**src/rtl/memory_unit.sv**
```systemverilog
`default_nettype none
// +----------------------------------------------------------------------+
// | Module      : memory_unit (with isa package)                         |
// | Description : Memory pipeline stage between execute and writeback.   |
// |               Performs LOAD/STORE on a single-beat 64-bit bus with   |
// |               byte-lane placement, byte enables, load extraction and |
// |               sign/zero extension; other ops pass straight through.  |
// | Revision    : 1.0 - initial release                                  |
// +----------------------------------------------------------------------+

package isa;
  localparam int XLEN     = 64;
  localparam int RCNT_LOG = 5;
  typedef logic [6:0] opcode_t;
  typedef logic [2:0] funct3_t;
  localparam opcode_t OPC_LOAD  = 7'b0000011;
  localparam opcode_t OPC_STORE = 7'b0100011;
  localparam opcode_t OPC_OP    = 7'b0110011;
endpackage

module memory_unit
  import isa::*;
(
  input  logic                clk,
  input  logic                rst,
  input  logic                src_valid,
  output logic                src_ready,
  input  opcode_t             src_opcode,
  input  funct3_t             src_funct3,
  input  logic [RCNT_LOG-1:0] src_rd_addr,
  input  logic [XLEN-1:0]     src_rd,
  input  logic [XLEN-1:0]     src_mem_addr,
  input  logic [XLEN-1:0]     src_mem_wr_data,
  output logic                mem_req,
  output logic                mem_we,
  output logic [XLEN-1:0]     mem_addr,
  output logic [7:0]          mem_be,
  output logic [XLEN-1:0]     mem_wdata,
  input  logic                mem_ack,
  input  logic [XLEN-1:0]     mem_rdata,
  output logic                dst_valid,
  input  logic                dst_ready,
  output opcode_t             dst_opcode,
  output logic [RCNT_LOG-1:0] dst_rd_addr,
  output logic [XLEN-1:0]     dst_rd,
  output logic                dst_fault
);

  typedef enum logic [0:0] {
    IDLE = 1'b0,
    BUS  = 1'b1
  } state_t;

  state_t          state;
  funct3_t         pend_funct3;   // access size/sign of the op on the bus
  logic [2:0]      pend_off;      // byte offset of the op on the bus
  logic            pend_load;

  logic            accept;
  logic            is_load;
  logic            is_store;
  logic            is_mem;
  logic [2:0]      off;
  logic            misaligned;
  logic            illegal;
  logic            fault_req;
  logic [7:0]      size_mask;
  logic [7:0]      be_next;
  logic [XLEN-1:0] wdata_next;
  logic [XLEN-1:0] shifted;
  logic [XLEN-1:0] load_data;

  // The stage accepts only in IDLE and only when the dst register is free
  // (or being drained this cycle), so a result is never overwritten.
  assign src_ready = (state == IDLE) && (!dst_valid || dst_ready);
  assign accept    = src_valid && src_ready;

  // Decode the incoming op: alignment/legality and bus lane placement.
  always_comb begin
    is_load    = (src_opcode == OPC_LOAD);
    is_store   = (src_opcode == OPC_STORE);
    is_mem     = is_load || is_store;
    off        = src_mem_addr[2:0];
    misaligned = 1'b0;
    size_mask  = 8'h01;
    case (src_funct3[1:0])
      2'd0: begin misaligned = 1'b0;         size_mask = 8'h01; end
      2'd1: begin misaligned = off[0];       size_mask = 8'h03; end
      2'd2: begin misaligned = |off[1:0];    size_mask = 8'h0F; end
      default: begin misaligned = |off;      size_mask = 8'hFF; end
    endcase
    illegal    = (is_load && (src_funct3 == 3'b111)) || (is_store && src_funct3[2]);
    fault_req  = is_mem && (misaligned || illegal);
    be_next    = size_mask << off;
    wdata_next = is_store ? (src_mem_wr_data << {off, 3'b000}) : '0;
  end

  // Right-align the returned doubleword and extend to the access size.
  always_comb begin
    shifted   = mem_rdata >> {pend_off, 3'b000};
    load_data = '0;
    if (pend_load) begin
      case (pend_funct3)
        3'b000:  load_data = {{56{shifted[7]}},  shifted[7:0]};
        3'b001:  load_data = {{48{shifted[15]}}, shifted[15:0]};
        3'b010:  load_data = {{32{shifted[31]}}, shifted[31:0]};
        3'b011:  load_data = shifted;
        3'b100:  load_data = {56'd0, shifted[7:0]};
        3'b101:  load_data = {48'd0, shifted[15:0]};
        3'b110:  load_data = {32'd0, shifted[31:0]};
        default: load_data = '0;
      endcase
    end
  end

  // Stage FSM: IDLE accepts ops, BUS holds the request until mem_ack.
  always_ff @(posedge clk) begin
    if (rst) begin
      state       <= IDLE;
      mem_req     <= 1'b0;
      mem_we      <= 1'b0;
      mem_addr    <= '0;
      mem_be      <= '0;
      mem_wdata   <= '0;
      dst_valid   <= 1'b0;
      dst_fault   <= 1'b0;
      dst_rd      <= '0;
      dst_rd_addr <= '0;
      dst_opcode  <= '0;
      pend_funct3 <= '0;
      pend_off    <= '0;
      pend_load   <= 1'b0;
    end else begin
      case (state)
        IDLE: begin
          if (dst_ready) dst_valid <= 1'b0;
          if (accept) begin
            // dst is free here, so its tag fields may be loaded right away.
            dst_opcode  <= src_opcode;
            dst_rd_addr <= src_rd_addr;
            if (!is_mem) begin
              dst_valid <= 1'b1;
              dst_fault <= 1'b0;
              dst_rd    <= src_rd;
            end else if (fault_req) begin
              dst_valid <= 1'b1;
              dst_fault <= 1'b1;
              dst_rd    <= '0;
            end else begin
              mem_req     <= 1'b1;
              mem_we      <= is_store;
              mem_addr    <= {src_mem_addr[XLEN-1:3], 3'b000};
              mem_be      <= be_next;
              mem_wdata   <= wdata_next;
              pend_funct3 <= src_funct3;
              pend_off    <= off;
              pend_load   <= is_load;
              state       <= BUS;
            end
          end
        end
        BUS: begin
          if (mem_ack) begin
            mem_req   <= 1'b0;
            mem_we    <= 1'b0;
            mem_addr  <= '0;
            mem_be    <= '0;
            mem_wdata <= '0;
            dst_valid <= 1'b1;
            dst_fault <= 1'b0;
            dst_rd    <= load_data;
            state     <= IDLE;
          end
        end
        default: state <= IDLE;
      endcase
    end
  end

endmodule
`default_nettype wire

```
**config.mk**
```make
export PLATFORM = sky130hd
export DESIGN_NAME = memory_unit
export DESIGN_NICKNAME = d
export VERILOG_FILES = /design/src/rtl/memory_unit.sv
export SDC_FILE = /design/constraint.sdc
export NUM_CORES = 1
export LEC_CHECK = 0
export BUFFER_PORTS_ARGS = -buffer_cell sky130_fd_sc_hd__clkbuf_2
export CORE_AREA = 2 2 190 192
export CTS_BUF_LIST = sky130_fd_sc_hd__clkbuf_4
export DETAILED_ROUTE_END_ITERATION = 16
export DIE_AREA = 0 0 192 194
export GPL_TIMING_DRIVEN = 0
export PLACE_DENSITY_LB_ADDON = 0.12
export SLEW_MARGIN = 25
export SYNTH_ARGS = -nofsm -noshare
export SYNTH_HDL_FRONTEND = slang
export SYNTH_SLANG_ARGS = --single-unit
```
**constraint.sdc**
```tcl
create_clock -name clk -period 2.9 [get_ports clk]
set_clock_uncertainty 0.2 [all_clocks]
set_input_delay 0.145 -clock clk [delete_from_list [all_inputs] [get_ports clk]]
set_output_delay 0.145 -clock clk [all_outputs]
set_load 0.02 [all_outputs]
```
==> impl_metrics.prom <==
# TYPE chip_impl_metric gauge
chip_impl_metric{name="synth_cells",unit=""} 1483
chip_impl_metric{name="first_global_vias",unit=""} 16000
chip_impl_metric{name="wl_per_cell",unit="um"} 20.36
chip_impl_metric{name="post_cts.repair.setup_buffers",unit=""} 0
chip_impl_metric{name="finalInstanceArea",unit="um2"} 19660
chip_impl_metric{name="dpl_cell_area",unit="um2"} 14620
chip_impl_metric{name="antenna_found_initial",unit=""} 6
chip_impl_metric{name="routability_cong",unit=""} 0.9644
chip_impl_info{name="worst_setup_path_start_kind",value="register"} 1
chip_impl_metric{name="core_region_area",unit="um2"} 35220
chip_impl_info{name="clock_tree_from_tritoncts",value="yes"} 1
chip_impl_metric{name="final_hold_viol_count",unit=""} 0
chip_impl_metric{name="setup_viol",unit=""} 0
chip_impl_metric{name="worst_skew_pair.late_latency",unit="ns"} 0.74
chip_impl_metric{name="cts_buffer_depth",unit=""} 3
chip_impl_metric{name="gr-usage-all-layers",unit="%"} 31.01
chip_impl_metric{name="post_synth_instance_area",unit="um2"} 11600
chip_impl_metric{name="detailed_place_hpwl",unit="mm"} 42.95
chip_impl_metric{name="tritoncts.num_buffers",unit=""} 66
chip_impl_metric{name="maxSlewHeadroom",unit="%"} 33.60
chip_impl_metric{name="grt_remaining_overflow",unit=""} 0
chip_impl_info{name="layout_common_cells",value="sky130_fd_sc_hd__clkbuf_2 (490), sky130_fd_sc_hd__dlygate4sd3_1 (416), sky130_fd_sc_hd__dfxtp_1 (221)"} 1
chip_impl_info{name="layout_commonest_cell",value="sky130_fd_sc_hd__clkbuf_2"} 1
chip_impl_metric{name="design.die.area",unit="um2"} 37250
chip_impl_metric{name="postLayoutSetupSlackWorst",unit="ns"} 0.08404
chip_impl_info{name="worstSetupEndpointType",value="register"} 1
chip_impl_metric{name="synth_cell_type_count",unit=""} 54
chip_impl_metric{name="drt_wl_total",unit="mm"} 60.41
chip_impl_info{name="ys_dominant_reg_cell",value="sky130_fd_sc_hd__dfxtp_1"} 1
chip_impl_metric{name="vias",unit=""} 15650
chip_impl_metric{name="route.detailed.drc",unit=""} 0
chip_impl_metric{name="critPathMaxFanout",unit=""} 10
chip_impl_metric{name="pwr_density_cell",unit="nW/um2"} 406.1
chip_impl_metric{name="tightest_slew",unit="ns"} 0.9960
chip_impl_metric{name="timing.final.crit_period",unit="ns"} 2.816
chip_impl_metric{name="grt_pass1_wl",unit="mm"} 88.93
chip_impl_metric{name="count_of_standard_cell_rows",unit=""} 69
chip_impl_metric{name="synth.yosys.warnings",unit=""} 0
chip_impl_metric{name="ios",unit=""} 493
chip_impl_metric{name="layout_fillers",unit=""} 3332
chip_impl_metric{name="pin_count_of_the_biggest_net_entering_global_routing",unit=""} 11
chip_impl_metric{name="final.period_utilization",unit="%"} 97.10
chip_impl_metric{name="cts-htree-levels",unit=""} 3
chip_impl_metric{name="area.growth.synth_to_final",unit="%"} 69.41
chip_impl_metric{name="floorplan.die.width",unit="um"} 192
chip_impl_metric{name="viasPerCell",unit=""} 5.276
chip_impl_metric{name="fp.dieH",unit="um"} 194
chip_impl_metric{name="maxClockFrequency",unit="GHz"} 0.3551
chip_impl_metric{name="dp.cells",unit=""} 2432
chip_impl_metric{name="fin_setup_tns",unit="ns"} 0
chip_impl_metric{name="detailedPlace.worstSlack",unit="ns"} -0.07405
chip_impl_info{name="grt_setup_unrepaired",value="true"} 1
chip_impl_metric{name="clock_sinks",unit=""} 221
chip_impl_metric{name="initial_utilization",unit="%"} 32.94
chip_impl_metric{name="ys_async_sr_fraction",unit="%"} 0
chip_impl_metric{name="final_net_count",unit=""} 2731
chip_impl_metric{name="irDropWorstVdd",unit="V"} 0.0003260
chip_impl_metric{name="whs",unit="ns"} 0.06300
chip_impl_metric{name="clkTransAtPathRegs",unit="ns"} 0.07
chip_impl_metric{name="worstPathRequired",unit="ns"} 3.34
chip_impl_info{name="run_status",value="completed"} 1
chip_impl_metric{name="worst-endpoint-arrival",unit="ns"} 3.26
chip_impl_metric{name="synth.yosys.seq_area_share",unit="%"} 38.13
chip_impl_info{name="worst_hold_path_type",value="input port to register"} 1
chip_impl_metric{name="drive_gt1_share",unit="%"} 27.61
chip_impl_info{name="root_buffer",value="sky130_fd_sc_hd__clkbuf_4"} 1
chip_impl_metric{name="cellLeakagePower",unit="nW"} 8.449
chip_impl_metric{name="io_buffer_count",unit=""} 486
chip_impl_info{name="criticalPathCategory",value="register to register"} 1
chip_impl_metric{name="ys_ff_latch",unit=""} 221
chip_impl_metric{name="max_cap_violations",unit=""} 0
chip_impl_metric{name="initialDrtViolationCount",unit=""} 1079
chip_impl_metric{name="synth-edff-count",unit=""} 0
chip_impl_metric{name="synth.avg_cell_area",unit="um2"} 7.824
chip_impl_metric{name="final_antenna_net_count",unit=""} 0
chip_impl_metric{name="pre_repair_dr_iteration_count",unit=""} 5
chip_impl_metric{name="final-max-slew-violation-count",unit=""} 0
chip_impl_metric{name="instances_no_fill",unit=""} 2967
-- layer usage --
layer / share of wire, % / up-vias / track usage [%]
met2: 47 / 795 / 52.41
met3: 7.2 / 225 / 6.805
met1: 40 / 7340 / 35.66
li1: - / 7291 / -
met5: 0.030 / - / 0
met4: 5.9 / 2 / 18.41
-- sequential cells by signal (all words and copies together) (netlist names) --
register and flops:
dst_fault 1, dst_opcode 7, dst_rd 64, dst_rd_addr 5, dst_valid 1, mem_addr 61
mem_be 8, mem_req 1, mem_wdata 64, mem_we 1, pend_funct3 3, pend_load 1
pend_off 3, state 1
-- what timing repair did --
action / CTS / global route
hold buffers: 416 / 0
endpoints found under the setup margin: 0 / 52
endpoints found under the hold margin: 215 / 0
gates resized for setup: 0 / 14
-- synthesized netlist by cell type, types with 4 or more instances --
master,number,area share [%]
sky130_fd_sc_hd__o22ai_1,24,1.3
sky130_fd_sc_hd__nor2b_1,12,0.65
sky130_fd_sc_hd__o21ai_1,32,1.4
sky130_fd_sc_hd__dfxtp_1,221,38
sky130_fd_sc_hd__nor3_1,4,0.17
sky130_fd_sc_hd__buf_1,16,0.52
sky130_fd_sc_hd__o211ai_1,12,0.78
sky130_fd_sc_hd__inv_1,4,0.13
sky130_fd_sc_hd__mux2_2,42,4.1
sky130_fd_sc_hd__a22oi_1,56,3.6
sky130_fd_sc_hd__nand2_1,180,5.8
sky130_fd_sc_hd__mux2i_1,111,9.6
sky130_fd_sc_hd__a21oi_1,219,9.4
sky130_fd_sc_hd__nand3_1,75,3.2
sky130_fd_sc_hd__clkbuf_1,82,2.7
sky130_fd_sc_hd__o21a_1,5,0.32
sky130_fd_sc_hd__buf_2,39,1.7
sky130_fd_sc_hd__nor3b_1,11,0.71
sky130_fd_sc_hd__nor2_1,178,5.8
sky130_fd_sc_hd__or3_1,5,0.27
sky130_fd_sc_hd__a22o_1,33,2.5
sky130_fd_sc_hd__o21ai_0,44,1.9
sky130_fd_sc_hd__a32oi_1,8,0.60
sky130_fd_sc_hd__a211oi_1,32,2.1
-- cell type report --
cell class | instances | area, um2 | share of cell area, %
clock buffers | 97 | 728.2 | 3.705
repair buffers | 902 | 6596 | 33.56
flip-flops and latches | 221 | 4424 | 22.51
inverters | 6 | 22.52 | 0.1146
clock inverters | 15 | 87.58 | 0.4456
plain buffers | 140 | 600.6 | 3.056
multi-input cells | 1118 | 6601 | 33.59
diodes | 7 | 17.52 | 0.08912
well taps | 461 | 576.8 | 2.935
-- path summary, 6_finish.rpt --
path / startpoint / endpoint / slack, ns / cells past startpoint
max: pend_off[1] / dst_rd[2] / 0.08 / 9
min reg2reg: pend_load / pend_load / 0.25 / 2
min: src_rd[47] / dst_rd[47] / 0.06 / 4
max reg2reg: pend_off[1] / dst_rd[2] / 0.08 / 9
-- cell families (layout without fill, tap and decap cells) --
family / after synthesis / after routing / synth area share [%]
DFF: 221 / 221 / 38.13
and+or+nand+nor: 485 / 485 / 18.06
muxes: 153 / 153 / 13.65
buffers and inverters: 146 / 1160 / 5.241
xor gates and xnor gates: 3 / 3 / 0.2265
AOI/OAI and AO/OA: 474 / 474 / 24.65
other: 1 / 10 / 0.03232
-- metrics by stage --
stage                     power [mW]  utilization (%)
final                          7.982            55.80
after global routing           8.359            55.80
after CTS                      8.014            55.66
after detailed placement       4.470            41.52
after global placement         4.465            41.50
after floorplan                3.884                -
-- worst max-delay path: stages (launching register included) --
cell and delay (ns):
sky130_fd_sc_hd__dfxtp_1 0.39, sky130_fd_sc_hd__buf_2 0.27, sky130_fd_sc_hd__buf_2 0.35, sky130_fd_sc_hd__mux2i_1 0.13, sky130_fd_sc_hd__mux2i_1 0.26, sky130_fd_sc_hd__nand2_1 0.10
sky130_fd_sc_hd__a21oi_1 0.15, sky130_fd_sc_hd__a21oi_1 0.06, sky130_fd_sc_hd__dlygate4sd3_1 0.59, sky130_fd_sc_hd__a211oi_1 0.23
-- report_power, final --
part / leakage [nW] / internal, mW / total, mW / switching [mW]
combinational: 6.16 / 0.834 / 1.73 / 0.895
clock: 0.494 / 1.61 / 3.07 / 1.45
sequential: 1.80 / 3.13 / 3.19 / 0.0549
Power figures use the tool's default switching activity.
